$ cat src/rtl/control_pkg.sv
// Shared encodings for the multicycle controller: FSM states, opcode classes,
// opcode values and the mux/ALU select codes driven onto the datapath.
package control_pkg;

    typedef enum logic [3:0] {
        S_FETCH, S_DECODE, S_EXEC_R, S_EXEC_I, S_ALU_WB, S_MEM_ADDR,
        S_MEM_RD, S_MEM_WB, S_MEM_WR, S_BRANCH, S_JUMP, S_HALT
    } state_e;

    typedef enum logic [2:0] {
        CLS_R, CLS_I, CLS_LW, CLS_SW, CLS_BEQ, CLS_J, CLS_HALT
    } op_class_e;

    localparam logic [5:0] OP_RTYPE = 6'h00;
    localparam logic [5:0] OP_J     = 6'h02;
    localparam logic [5:0] OP_BEQ   = 6'h04;
    localparam logic [5:0] OP_ADDI  = 6'h08;
    localparam logic [5:0] OP_ADDIU = 6'h09;
    localparam logic [5:0] OP_LW    = 6'h23;
    localparam logic [5:0] OP_SW    = 6'h2B;
    localparam logic [5:0] OP_HALT  = 6'h3F;

    localparam logic [1:0] SRCB_B     = 2'b00;
    localparam logic [1:0] SRCB_4     = 2'b01;
    localparam logic [1:0] SRCB_IMM   = 2'b10;
    localparam logic [1:0] SRCB_SHIMM = 2'b11;

    localparam logic [1:0] PCSRC_ALU    = 2'b00;
    localparam logic [1:0] PCSRC_ALUOUT = 2'b01;
    localparam logic [1:0] PCSRC_JUMP   = 2'b10;

    localparam logic [1:0] ALUOP_ADD   = 2'b00;
    localparam logic [1:0] ALUOP_SUB   = 2'b01;
    localparam logic [1:0] ALUOP_FUNCT = 2'b10;

endpackage

$ cat src/rtl/opcode_classify.sv
// Combinational opcode decoder: maps the IR opcode onto an instruction class
// and flags anything outside the supported set.
module opcode_classify
    import control_pkg::*;
#(
    parameter int OPCODE_W = 6
) (
    input  logic [OPCODE_W-1:0] instr_opcode,
    output op_class_e           op_class,
    output logic                illegal
);

    always_comb begin
        op_class = CLS_HALT;
        illegal  = 1'b0;
        case (instr_opcode)
            OPCODE_W'(OP_RTYPE):                    op_class = CLS_R;
            OPCODE_W'(OP_ADDI), OPCODE_W'(OP_ADDIU): op_class = CLS_I;
            OPCODE_W'(OP_LW):                       op_class = CLS_LW;
            OPCODE_W'(OP_SW):                       op_class = CLS_SW;
            OPCODE_W'(OP_BEQ):                      op_class = CLS_BEQ;
            OPCODE_W'(OP_J):                        op_class = CLS_J;
            OPCODE_W'(OP_HALT):                     op_class = CLS_HALT;
            default:                                illegal  = 1'b1;
        endcase
    end

endmodule

$ cat src/rtl/multicycle_control.sv
// Multicycle CPU control FSM with sticky halt/illegal flags and a
// retired-instruction counter.
module multicycle_control
    import control_pkg::*;
#(
    parameter int OPCODE_W = 6,
    parameter int ALUOP_W  = 2,
    parameter int CNT_W    = 32
) (
    input  logic                clk,
    input  logic                rst,
    input  logic [OPCODE_W-1:0] instr_opcode,
    input  logic                mem_ready,
    output logic                pc_write,
    output logic                pc_write_cond,
    output logic                iord,
    output logic                ir_write,
    output logic                mem_read,
    output logic                mem_write,
    output logic                mem_to_reg,
    output logic                reg_dst,
    output logic                reg_write,
    output logic                alu_src_a,
    output logic [1:0]          alu_src_b,
    output logic [1:0]          pc_source,
    output logic [ALUOP_W-1:0]  alu_op,
    output logic                halted,
    output logic                illegal_op,
    output logic [CNT_W-1:0]    instr_count
);

    state_e    state_q, state_d;
    op_class_e cls_q, dec_class;
    logic      dec_illegal;
    logic      retire;

    opcode_classify #(.OPCODE_W(OPCODE_W)) u_classify (
        .instr_opcode (instr_opcode),
        .op_class     (dec_class),
        .illegal      (dec_illegal)
    );

    always_ff @(posedge clk) begin
        if (rst) begin
            state_q     <= S_FETCH;
            illegal_op  <= 1'b0;
            instr_count <= '0;
        end else begin
            state_q <= state_d;
            if (state_q == S_DECODE && dec_illegal)
                illegal_op <= 1'b1;
            if (retire)
                instr_count <= instr_count + CNT_W'(1);
        end
    end

    // The class is captured once in DECODE so later opcode changes are ignored.
    always_ff @(posedge clk) begin
        if (state_q == S_DECODE)
            cls_q <= dec_class;
    end

    always_comb begin
        state_d       = state_q;
        retire        = 1'b0;
        pc_write      = 1'b0;
        pc_write_cond = 1'b0;
        iord          = 1'b0;
        ir_write      = 1'b0;
        mem_read      = 1'b0;
        mem_write     = 1'b0;
        mem_to_reg    = 1'b0;
        reg_dst       = 1'b0;
        reg_write     = 1'b0;
        alu_src_a     = 1'b0;
        alu_src_b     = SRCB_B;
        pc_source     = PCSRC_ALU;
        alu_op        = ALUOP_W'(ALUOP_ADD);
        halted        = 1'b0;
        case (state_q)
            S_FETCH: begin
                mem_read  = 1'b1;
                alu_src_b = SRCB_4;
                if (mem_ready) begin
                    ir_write = 1'b1;
                    pc_write = 1'b1;
                    state_d  = S_DECODE;
                end
            end
            S_DECODE: begin
                alu_src_b = SRCB_SHIMM;
                case (dec_class)
                    CLS_R:          state_d = S_EXEC_R;
                    CLS_I:          state_d = S_EXEC_I;
                    CLS_LW, CLS_SW: state_d = S_MEM_ADDR;
                    CLS_BEQ:        state_d = S_BRANCH;
                    CLS_J:          state_d = S_JUMP;
                    default:        state_d = S_HALT;
                endcase
            end
            S_EXEC_R: begin
                alu_src_a = 1'b1;
                alu_src_b = SRCB_B;
                alu_op    = ALUOP_W'(ALUOP_FUNCT);
                state_d   = S_ALU_WB;
            end
            S_EXEC_I: begin
                alu_src_a = 1'b1;
                alu_src_b = SRCB_IMM;
                state_d   = S_ALU_WB;
            end
            S_ALU_WB: begin
                reg_write = 1'b1;
                reg_dst   = (cls_q == CLS_R);
                retire    = 1'b1;
                state_d   = S_FETCH;
            end
            S_MEM_ADDR: begin
                alu_src_a = 1'b1;
                alu_src_b = SRCB_IMM;
                state_d   = (cls_q == CLS_LW) ? S_MEM_RD : S_MEM_WR;
            end
            S_MEM_RD: begin
                mem_read = 1'b1;
                iord     = 1'b1;
                if (mem_ready)
                    state_d = S_MEM_WB;
            end
            S_MEM_WB: begin
                reg_write  = 1'b1;
                mem_to_reg = 1'b1;
                retire     = 1'b1;
                state_d    = S_FETCH;
            end
            S_MEM_WR: begin
                mem_write = 1'b1;
                iord      = 1'b1;
                if (mem_ready) begin
                    retire  = 1'b1;
                    state_d = S_FETCH;
                end
            end
            S_BRANCH: begin
                alu_src_a     = 1'b1;
                alu_src_b     = SRCB_B;
                alu_op        = ALUOP_W'(ALUOP_SUB);
                pc_write_cond = 1'b1;
                pc_source     = PCSRC_ALUOUT;
                retire        = 1'b1;
                state_d       = S_FETCH;
            end
            S_JUMP: begin
                pc_write  = 1'b1;
                pc_source = PCSRC_JUMP;
                retire    = 1'b1;
                state_d   = S_FETCH;
            end
            S_HALT: halted = 1'b1;
            default: state_d = S_FETCH;
        endcase
        // A cycle under reset abandons any access, so no architectural write strobes escape.
        if (rst) begin
            pc_write      = 1'b0;
            pc_write_cond = 1'b0;
            ir_write      = 1'b0;
            mem_write     = 1'b0;
            reg_write     = 1'b0;
        end
    end

endmodule

$ cat config.mk
export PLATFORM = sky130hd
export DESIGN_NAME = multicycle_control
export DESIGN_NICKNAME = d
export VERILOG_FILES = /design/src/rtl/control_pkg.sv /design/src/rtl/opcode_classify.sv /design/src/rtl/multicycle_control.sv
export SDC_FILE = /design/constraint.sdc
export NUM_CORES = 1
export LEC_CHECK = 0
export ABC_AREA = 1
export ABC_CLOCK_PERIOD_IN_PS = 1950
export CORE_ASPECT_RATIO = 0.6
export CORE_MARGIN = 2
export CORE_UTILIZATION = 40
export CTS_CLUSTER_DIAMETER = 40
export DETAILED_ROUTE_END_ITERATION = 8
export PLACE_DENSITY = 0.75
export SYNTH_ARGS = -nofsm -noshare
export SYNTH_HDL_FRONTEND = slang
export SYNTH_SLANG_ARGS = --single-unit
export TNS_END_PERCENT = 5
$ cat constraint.sdc
create_clock -name clk -period 1.95 [get_ports clk]
set_clock_uncertainty 0.15 [all_clocks]
set_input_delay 0.39 -clock clk [delete_from_list [all_inputs] [get_ports clk]]
set_output_delay 0.39 -clock clk [all_outputs]
set_load 0.1 [all_outputs]
== Yosys cells after proc, flatten, opt, wreduce, memory -nomap -nowiden ==
Index checks and enable logic that the tools add are counted.

* Bits of input ports: 9
* Word-level logic and storage cells: 78
* Output and inout bits: 50
* Register bits after elaboration: 40

* $add $sub $neg: 1
* Eq/ne operators: 27
* Multiplexer cells: 29
* Bitwise logic cells: 1
* Reductions and logical operators: 16

{| class="wikitable"
|+ Operators with widths
! operator !! number
|-
| adder 32 x 1 -> 32 bit (second input constant) || 1
|-
| case mux 4 bit (7 select lines) || 1
|-
| case mux 4 bit (5 select lines) || 1
|-
| == test 6 bit (second input constant) || 3
|-
| case mux 3 bit (6 select lines) || 1
|-
| 2-to-1 mux 1 bit || 17
|-
| == test 4 x 3 -> 1 bit (second input constant) || 4
|-
| == test 4 bit (second input constant) || 4
|-
| 2-to-1 mux 4 bit || 4
|-
| OR reduction 2 bit || 7
|-
| == test 6 x 4 -> 1 bit (second input constant) || 2
|-
| == test 3 x 2 -> 1 bit (second input constant) || 3
|-
| == test 4 x 2 -> 1 bit (second input constant) || 2
|-
| case mux 2 bit (2 select lines) || 2
|-
| OR reduction 4 bit || 2
|-
| OR reduction 8 bit || 1
|-
| == test 3 bit (second input constant) || 2
|-
| == test 6 x 2 -> 1 bit (second input constant) || 1
|-
| == test 6 x 3 -> 1 bit (second input constant) || 1
|-
| zero test 3 bit || 2
|-
| zero test 6 bit || 1
|-
| inequality test 2 bit (second input constant) || 3
|-
| case mux 2 bit (3 select lines) || 1
|-
| == test 4 x 1 -> 1 bit (second input constant) || 1
|-
| 6 further kinds || 7
|}

== Logic depth before layout (Yosys ltp) ==
Gate-level depths: netlist of the first run.

* Depth after elaboration: 7
* Gate-level depth with buffers: 11
* Gate-level depth less buffers: 11

== Hierarchy ==
Synthesis of the first run repeated with hierarchy kept, for this count alone.

* Cell total of the unflattened synthesis: 442
* Area total of the unflattened synthesis: 2637.5 µm²

{| class="wikitable"
|+ Modules (own cells, without submodules)
! module !! cells an instance !! instances !! seq. area each (µm²) !! area an instance (µm²)
|-
| multicycle_control || 407 || 1 || 830.8 || 2456.1
|-
| opcode_classify || 35 || 1 || 0.0 || 181.4
|}

== Worst setup path after synthesis of the first run ==
Ideal clock, no wire load.

* Kind: register -> output
* Start point: register state_q[1]
* End point: output reg_dst
* Buffers on the path: 0
* Required time: 1.410 ns
* Cell stages (with the launch flop): 6
* Data arrival time: 3.449 ns
* Setup slack: -2.039 ns
* Cell sequence: dfxtp_1 inv_2 nand2_1 inv_1 nand3_1 nor4_1

* Longest elaborated chain between the ends: 2

{| class="wikitable"
|+ Ends and longest elaborated chain
! what !! line !! source
|-
| start: declaration || multicycle_control.sv:32 || <nowiki>state_e state_q, state_d;</nowiki>
|-
| start signal: assignment || multicycle_control.sv:49 || <nowiki>state_q <= state_d;</nowiki>
|-
| == test 4 x 3 -> 1 bit || multicycle_control.sv:80 || <nowiki>case (state_q)</nowiki>
|-
| 2-to-1 mux 1 bit || multicycle_control.sv:80 ||
|-
| end: declaration || multicycle_control.sv:21 || <nowiki>output logic reg_dst,</nowiki>
|}

No other way between the ends.

== Final worst setup path of the first run ==
* Start point: register state_q[1]
* End point: output mem_read

* Longest elaborated chain between the ends: 3
* Elaborated cells on any way between the ends: 4
* Classes of those cells: eq/ne: 1; mux: 1; reduce/logical: 2

{| class="wikitable"
|+ Ends and longest elaborated chain
! what !! line !! source
|-
| == test 4 x 3 -> 1 bit or zero test 4 bit (tied branches) || multicycle_control.sv:80 ||
|-
| OR reduction 2 bit (no line) (*) || n/a ||
|-
| 2-to-1 mux 1 bit (*) || multicycle_control.sv:80 ||
|-
| end: declaration || multicycle_control.sv:18 || <nowiki>output logic mem_read,</nowiki>
|}

Every way passes the cells marked *; elsewhere a longest branch is shown, timed or not.

==> results of run 1 <==
[final timing paths]
path	startpoint	endpoint	slack (ns)	cells past startpoint
max	state_q[1]$_SDFFE_PP0P_	mem_read	-0.01	7
min reg2reg	illegal_op$_SDFFE_PP0P_	illegal_op$_SDFFE_PP0P_	0.37	2
min	illegal_op$_SDFFE_PP0P_	illegal_op$_SDFFE_PP0P_	0.37	2
max reg2reg	state_q[2]$_SDFFE_PP0P_	instr_count[28]$_SDFFE_PP0P_	0.09	9
[synthesized netlist by cell type]
library cell               count
sky130_fd_sc_hd__a21boi_0      1
sky130_fd_sc_hd__a21oi_1      19
sky130_fd_sc_hd__a21oi_2      17
sky130_fd_sc_hd__a21oi_4       1
sky130_fd_sc_hd__and3_1        1
sky130_fd_sc_hd__buf_4         2
sky130_fd_sc_hd__buf_6         2
sky130_fd_sc_hd__buf_8         1
sky130_fd_sc_hd__clkbuf_1      5
sky130_fd_sc_hd__dfxtp_1      37
sky130_fd_sc_hd__edfxtp_1      3
sky130_fd_sc_hd__ha_1          1
sky130_fd_sc_hd__inv_1        39
sky130_fd_sc_hd__inv_2         2
sky130_fd_sc_hd__inv_6         1
sky130_fd_sc_hd__nand2_1     147
sky130_fd_sc_hd__nand2_2      12
sky130_fd_sc_hd__nand2_4       1
sky130_fd_sc_hd__nand3_1      20
sky130_fd_sc_hd__nand3_2       1
sky130_fd_sc_hd__nand3b_1      7
sky130_fd_sc_hd__nand4_1       3
sky130_fd_sc_hd__nor2_1       76
sky130_fd_sc_hd__nor2_2        5
sky130_fd_sc_hd__nor3_1       13
sky130_fd_sc_hd__nor3_2        5
sky130_fd_sc_hd__nor4_1        1
sky130_fd_sc_hd__o21a_1        1
sky130_fd_sc_hd__o21ai_0       6
sky130_fd_sc_hd__xnor2_1       3
sky130_fd_sc_hd__xor2_1       10
[cell families (layout without fill, tap and decap cells)]
| family | Yosys count | in the layout |
|---|---|---|
| AND/OR/NAND/NOR | 292 | 292 |
| buffers and inverters | 52 | 149 |
| AO/OA/AOI/OAI | 45 | 45 |
| flip-flops | 40 | 40 |
| XOR/XNOR | 13 | 13 |
| adder cells (fa/ha/maj) | 1 | 1 |
[routing by layer]
metal | vias up | part of all wire, % | GRT usage, %
li1 | 1588 | - | -
met1 | 1519 | 47 | 39.2
met2 | 155 | 42 | 35.0
met3 | 18 | 8.9 | 4.61
met4 | 0 | 1.5 | 6.79
met5 | - | 0 | 0
[worst reg2reg max path: cells and delay by family, from the launching register on]
| kind | cells | cell delay, ns |
|---|---|---|
| AO/OA/AOI/OAI | 1 | 0.18 |
| flip-flops | 1 | 0.42 |
| AND/OR/NAND/NOR | 5 | 0.59 |
| buffers and inverters | 3 | 0.46 |
[through the flow]
stage	TNS, ns	total power [mW]	setup slack [ns]	cells
6_report	-0.0126	4.29	-0.0126	627
3_3_place_gp	-0.331	3.14	-0.145	606
3_5_place_dp	-0.758	3.17	-0.182	606
5_1_grt	-0.290	4.44	-0.0598	627
4_1_cts	-0.0651	4.13	-0.0214	622
2_1_floorplan	-11.34	2.45	-0.461	443
[sequential cells by signal, indices dropped and copies added (netlist names)]
name and count:
illegal_op 1, state_q 4, cls_q 3, instr_count 32
[power by group through the flow]
stage	Clock (mW)	Sequential, mW	Combinational [mW]
floorplan	0	1.15	1.30
global placement	0	1.01	2.13
detailed placement	0	1.01	2.16
CTS	0.813	0.999	2.32
global route	0.845	1.03	2.56
finish	0.808	1.02	2.46
[timing repair]
action	CTS	global route
hold endpoints to repair	0	0
buffers inserted	8	5
endpoints found under the setup margin	8	21
gates resized for setup	17	26
pin swaps	3	7
[layout make-up]
| type | count | area [um^2] |
|---|---|---|
| Fill cell | 546 | 2150 |
| Multi-Input combinational cell | 351 | 1860 |
| Timing Repair Buffer | 99 | 1400 |
| Sequential cell | 40 | 845 |
| Inverter | 42 | 175 |
| Clock buffer | 7 | 133 |
| Tap cell | 87 | 109 |
| Clock inverter | 1 | 5.00 |
==> metrics.md, run 1 <==
| Metric | Value |
|---|---|
| Hold Vio Cnt, Final | 0 |
| Critical path cell sequence | inv_6 -> nand2_8 -> inv_6 -> buf_4 -> nand2_1 -> nand2_2 -> buf_12 |
| Sequential share of power | 23.8% |
| Final period demand of the worst path | 1.96 ns |
| F_max | 510 MHz |
| Number of diodes | 0 |
| Total power density per cell area | 947 nW/um^2 |
| Maximum net fanout on the critical path | 4 |
| Share of total power in the clock network | 18.8% |
| Violations in the final reports | setup timing |
| Grt total ovfl | 0 |
| Count of unique library cells instantiated by Yosys | 31 |
| Worst hold-check slack | 0.373 ns |
| Fraction of final layout cells sized beyond drive strength 1 | 33.9% |
| Worst ir drop on vdd | 0.764 mV |
| Clock tree from TritonCTS | yes |
| Area of the core | 6680 um^2 |
| Synth area leaders | sky130_fd_sc_hd__dfxtp_1 (27%), sky130_fd_sc_hd__nand2_1 (20%), sky130_fd_sc_hd__nor2_1 (10%) |
| Area delta synth->final | 64.1% |
| Slew at the pin with the worst max-slew slack | 0.375 ns |
| Highest-count cells in the layout ignoring fill and taps | sky130_fd_sc_hd__nand2_1 (141), sky130_fd_sc_hd__nor2_1 (61), sky130_fd_sc_hd__buf_12 (51) |
| Post-route setup slack | -0.0126 ns |
| Sort of element at the start of the critical path | flip-flop |
| I/O Pins | 59 |
| Slew Limit Fails | 0 |
| Maximum buffer depth of the clock tree | 2 |
| Setup crit end kind | output port |
| Via count of the first global-routing pass | 2,904 |
| Clock sinks | 40 |
| Net load switching power | 2.09 mW |
| Overall die height | 68.3 um |
| Antenna violations before repair | 0 |
| Clock buffers created by TritonCTS | 5 |
| Static leakage | 1.72 nW |
| Part of the power in combinational logic | 57.3% |
| Sequential element share of the synthesized area | 30.1% |
| Post-Synthesis Cell Area | 2760 um^2 |
| Multiplexer area fraction after synthesis | 0% |
| Pin count of the biggest net entering global routing | 29 |
| Slew HR | 74.7% |
| Post-route clock period utilization | 101% |
| Critical Path Max Stage Delay | 0.40 ns |
| Cell-internal power | 2.20 mW |
| Tot GR Track Use | 25.2% |
| Share of Yosys cell area claimed by the top area cell type | 26.8% |
| Post-route standard cell area excluding fillers | 4530 um^2 |
| Library cell used as clock root buffer | sky130_fd_sc_hd__clkbuf_16 |
| Via total after detailed routing | 3,280 |
| Most common cell after layout, fill and taps aside | sky130_fd_sc_hd__nand2_1 |
| Hold Buf Count CTS | 0 |
| Setup-failing EPs final | 1 |
| Instance area after placement | 4170 um^2 |
| Slowest stage cell, crit path | sky130_fd_sc_hd__dfxtp_4 |
| Via-per-instance ratio | 5.23 |
| Synthesized-area fraction occupied by ao, oa, aoi and oai cells | 11.1% |
| Net count, final | 549 |
| Worst Path Arrival | 1.42 ns |
| Switching fraction of total power | 48.8% |
| Weighted congestion at the end of routability-driven global placement | 0.957 |
| Overall die width | 111 um |
| Routed WL | 9.52 mm |
| Most frequent CP cell | sky130_fd_sc_hd__inv_6 |
| Port buffer count | 58 |
| Number of levels in the clock H-tree | 2 |
| Cell type with the highest aggregate area in the netlist | sky130_fd_sc_hd__dfxtp_1 |
| Synthesized area per cell | 6.23 um^2 |
| DP HPWL | 7.00 mm |
| Count of routing violations after the opening detailed-route iteration | 364 |
| Category of the most critical setup path | reg2out |
| Area of the die | 7600 um^2 |
| Buffers and inverters on the worst path | 4 |
| Xor-xnor portion of the synthesized cell area | 4.13% |
| Setup repair after global routing missed its margin | yes |
| Combinational family with the most area after synthesis | simple AND/OR/NAND/NOR gates |
| Initial Util | 41.3% |
| Global-route wire length before repair | 14.9 mm |
| Max-cap check violation count | 0 |
| Number of nets still failing antenna checks after routing | 0 |
| Net count after synthesis | 453 |
| Register bit count reported by yosys | 40 |
| Worst min-delay path category | reg2reg |
| Clock-pin slew reported for the worst setup and hold paths after clock tree synthesis | 0.06 ns |
| Gate Count Post-Synth | 443 |
| Clock latency on the worst-skew pair | 0.29 ns |
| Result of the run | complete, but fails checks |
| Routed wire per std cell | 15.2 um |
| Area fraction in and, or, nand and nor cells after synthesis | 45.8% |
| Synth Warn # | 0 |
| Post-route DRC violation count | 0 |
| Post-route core utilization | 67.8% |
| Number of standard-cell rows in the floorplan | 23 |
| First-pass iteration count of the detailed router | 5 |
| Fraction of the mapped netlist area in adder cells | 0.453% |
| Data required time of the worst path | 1.41 ns |
| Cell class contributing the biggest share of worst-path delay | buffers and inverters |
Power figures use the tool's default switching activity.
==> run 2: changes to the inputs <==
--- a/config.mk
+++ b/config.mk
@@ -7,12 +7,14 @@
 export LEC_CHECK = 0
 export ABC_AREA = 1
 export ABC_CLOCK_PERIOD_IN_PS = 1950
+export CELL_PAD_IN_SITES_DETAIL_PLACEMENT = 1
+export CELL_PAD_IN_SITES_GLOBAL_PLACEMENT = 1
 export CORE_ASPECT_RATIO = 0.6
 export CORE_MARGIN = 2
-export CORE_UTILIZATION = 40
+export CORE_UTILIZATION = 35
 export CTS_CLUSTER_DIAMETER = 40
 export DETAILED_ROUTE_END_ITERATION = 8
-export PLACE_DENSITY = 0.75
+export PLACE_DENSITY = 0.9
 export SYNTH_ARGS = -nofsm -noshare
 export SYNTH_HDL_FRONTEND = slang
 export SYNTH_SLANG_ARGS = --single-unit
==> metrics.md, run 2 (synthesis gave the netlist of run 1 again) <==
| Metric | Value |
|---|---|
| Routing usage on met2 | 46.2% |
| Area of the die | 8640 um^2 |
| Fraction of final layout cells sized beyond drive strength 1 | 34.4% |
| Sequential share of power | 23.6% |
| Fill cell count | 974 |
| Post-route clock period utilization | 106% |
| Slew at the pin with the worst max-slew slack | 0.618 ns |
| Instance area after placement | 4260 um^2 |
| Via-per-instance ratio | 5.43 |
| Total power | 4.35 mW |
| Hold Buf Count CTS | 0 |
| Post-route DRC violation count | 0 |
| Total power density per cell area | 947 nW/um^2 |
| Area delta synth->final | 66.2% |
| Clock sinks | 40 |
| Initial Util | 35.6% |
| Final period demand of the worst path | 2.07 ns |
| Global-route wire length before repair | 18.4 mm |
| Worst ir drop on vdd | 0.847 mV |
| Net load switching power | 2.18 mW |
| Clock tree from TritonCTS | yes |
| Most common cell after layout, fill and taps aside | sky130_fd_sc_hd__nand2_1 |
| Violations in the final reports | setup timing |
| Post-route standard cell area excluding fillers | 4590 um^2 |
| Setup repair after global routing missed its margin | yes |
| Path depth of the worst reg2reg path | 9 |
| Critical Path Max Stage Delay | 0.43 ns |
| Slowest stage cell, crit path | sky130_fd_sc_hd__dfxtp_1 |
| First-pass iteration count of the detailed router | 4 |
| R2R setup slack | -0.12 ns |
| Most crowded layer after global routing | met2 |
| Aggregate negative setup slack | -0.918 ns |
| Pre-CTS worst setup slack | -0.208 ns |
| Setup crit end kind | flip-flop |
| Setup-failing EPs final | 17 |
| F_max | 483 MHz |
| Grt total ovfl | 0 |
| Clock latency on the worst-skew pair | 0.29 ns |
| Worst hold-check slack | 0.386 ns |
| Start point of the worst min-delay path | rst |
| Register ranked first by flip-flop count | instr_count |
| Sort of element at the start of the critical path | flip-flop |
| Most frequent CP cell | sky130_fd_sc_hd__nand2_1 |
| Cell-internal power | 2.17 mW |
| Switching fraction of total power | 50.1% |
| Worst flop-to-flop path startpoint | instr_count[3]$_SDFFE_PP0P_ |
| Overall die height | 72.8 um |
| Library cell used as clock root buffer | sky130_fd_sc_hd__clkbuf_16 |
| Routed wire per std cell | 20.1 um |
| Cell depth of the worst hold path | 2 |
| Worst Path Arrival | 2.07 ns |
| Max FFs per register | 32 |
| Number of diodes | 0 |
| Worst min-delay path category | in2reg |
| Slew Limit Fails | 0 |
| Number of standard-cell rows in the floorplan | 25 |
| Via count of the first global-routing pass | 3,600 |
| Highest-count cells in the layout ignoring fill and taps | sky130_fd_sc_hd__nand2_1 (143), sky130_fd_sc_hd__nor2_1 (61), sky130_fd_sc_hd__buf_12 (50) |
| Clock buffers created by TritonCTS | 5 |
| Hold EP | state_q[2]$_SDFFE_PP0P_ |
| Routed WL | 13.1 mm |
| Data required time of the worst path | 1.95 ns |
| Share of total power in the clock network | 18.7% |
| Post-route setup slack | -0.121 ns |
| Category of the most critical setup path | reg2reg |
| Finished Layout Cells | 651 |
| Via total after detailed routing | 3,535 |
| Cell count after placement | 636 |
| Maximum buffer depth of the clock tree | 2 |
| Tot GR Track Use | 27.2% |
| Weighted congestion at the end of routability-driven global placement | 1.01 |
| Largest registers | instr_count (32), state_q (4), cls_q (3) |
| Part of the power in combinational logic | 57.7% |
| DP HPWL | 8.70 mm |
| Post-route core utilization | 59.1% |
| Max-cap check violation count | 0 |
| Critical path cell sequence | nand2_1 -> nor2_1 -> nand2_1 -> nor2_2 -> nand2_1 -> nand2_1 -> nand2_1 -> nand2_1 -> a21oi_2 |
| Endpoint of the lowest-slack register-to-register path | instr_count[31]$_SDFFE_PP0P_ |
| Count of routing violations after the opening detailed-route iteration | 242 |
| Antenna violations before repair | 0 |
| I/O Pins | 59 |
| Net count, final | 552 |
| Port buffer count | 58 |
| Number of levels in the clock H-tree | 2 |
| Overall die width | 119 um |
| Area of the core | 7760 um^2 |
| Met1 Usage GRT | 36.7% |
| Pin count of the biggest net entering global routing | 32 |
| Slew HR | 58.5% |
| Hold Vio Cnt, Final | 0 |
| Clock-pin slew reported for the worst setup and hold paths after clock tree synthesis | 0.06 ns |
| Maximum net fanout on the critical path | 5 |
| Result of the run | complete, but fails checks |
| Number of nets still failing antenna checks after routing | 0 |
| Static leakage | 1.73 nW |
| Routing usage on met3 | 5.47% |
[run 2: cell types whose count changed in the layout (fill, tap and decap cells not counted), moves of 2 or more]
cell	previous run	this run
sky130_fd_sc_hd__buf_4	39	43
sky130_fd_sc_hd__nand2_1	141	143
sky130_fd_sc_hd__inv_6	3	1
sky130_fd_sc_hd__dfxtp_2	2	4
sky130_fd_sc_hd__nor3_1	12	10
sky130_fd_sc_hd__nor3_2	5	7
sky130_fd_sc_hd__nand3_4	0	2
[run 2: area by class of cell]
type | count | area, um^2 | area share [%]
Tap cell | 108 | 135 | 2.95
Multi-Input combinational cell | 351 | 1880 | 41.1
Timing Repair Buffer | 102 | 1410 | 30.7
Inverter | 42 | 180 | 3.93
Clock buffer | 7 | 133 | 2.89
Clock inverter | 1 | 3.75 | 0.0818
Sequential cell | 40 | 843 | 18.4
[run 2: critical path, delay by kind of cell (launching register included)]
kind | cells | cell delay, ns
flip-flops | 1 | 0.43
AO/OA/AOI/OAI | 1 | 0.05
AND/OR/NAND/NOR | 8 | 1.32
[run 2: worst max path at each step]
stage	start	to	slack, ns	cells past startpoint
after global routing	instr_count[3]$_SDFFE_PP0P_	instr_count[31]$_SDFFE_PP0P_	-0.14	9
after floorplan	instr_count[0]$_SDFFE_PP0P_	instr_count[16]$_SDFFE_PP0P_	-0.46	8
after CTS	state_q[1]$_SDFFE_PP0P_	reg_dst	-0.08	6
after global placement	mem_ready	pc_write	-0.17	4
after detailed placement	instr_opcode[5]	state_q[0]$_SDFFE_PP0P_	-0.21	11
final	instr_count[3]$_SDFFE_PP0P_	instr_count[31]$_SDFFE_PP0P_	-0.12	9
[run 2: power by group through the flow]
| stage | registers [mW] | clock network, mW | logic, mW |
|---|---|---|---|
| floorplan | 1.15 | 0 | 1.30 |
| global placement | 1.00 | 0 | 2.13 |
| detailed placement | 1.01 | 0 | 2.18 |
| CTS | 1.01 | 0.803 | 2.30 |
| global route | 1.03 | 0.860 | 2.59 |
| finish | 1.03 | 0.813 | 2.51 |
[run 2: per-layer routing]
metal / wire (um) / vias to the layer above
met5: 0 / -
met4: 310 / 0
met3: 811 / 35
met2: 6330 / 132
met1: 5630 / 1762
li1: - / 1606
[run 2: what timing repair did]
item                                   in CTS  in global routing
resized for setup                          19                 26
pin swaps                                   3                  8
setup endpoints to repair                   9                 26
endpoints found under the hold margin       0                  0
setup buffers                               4                  3
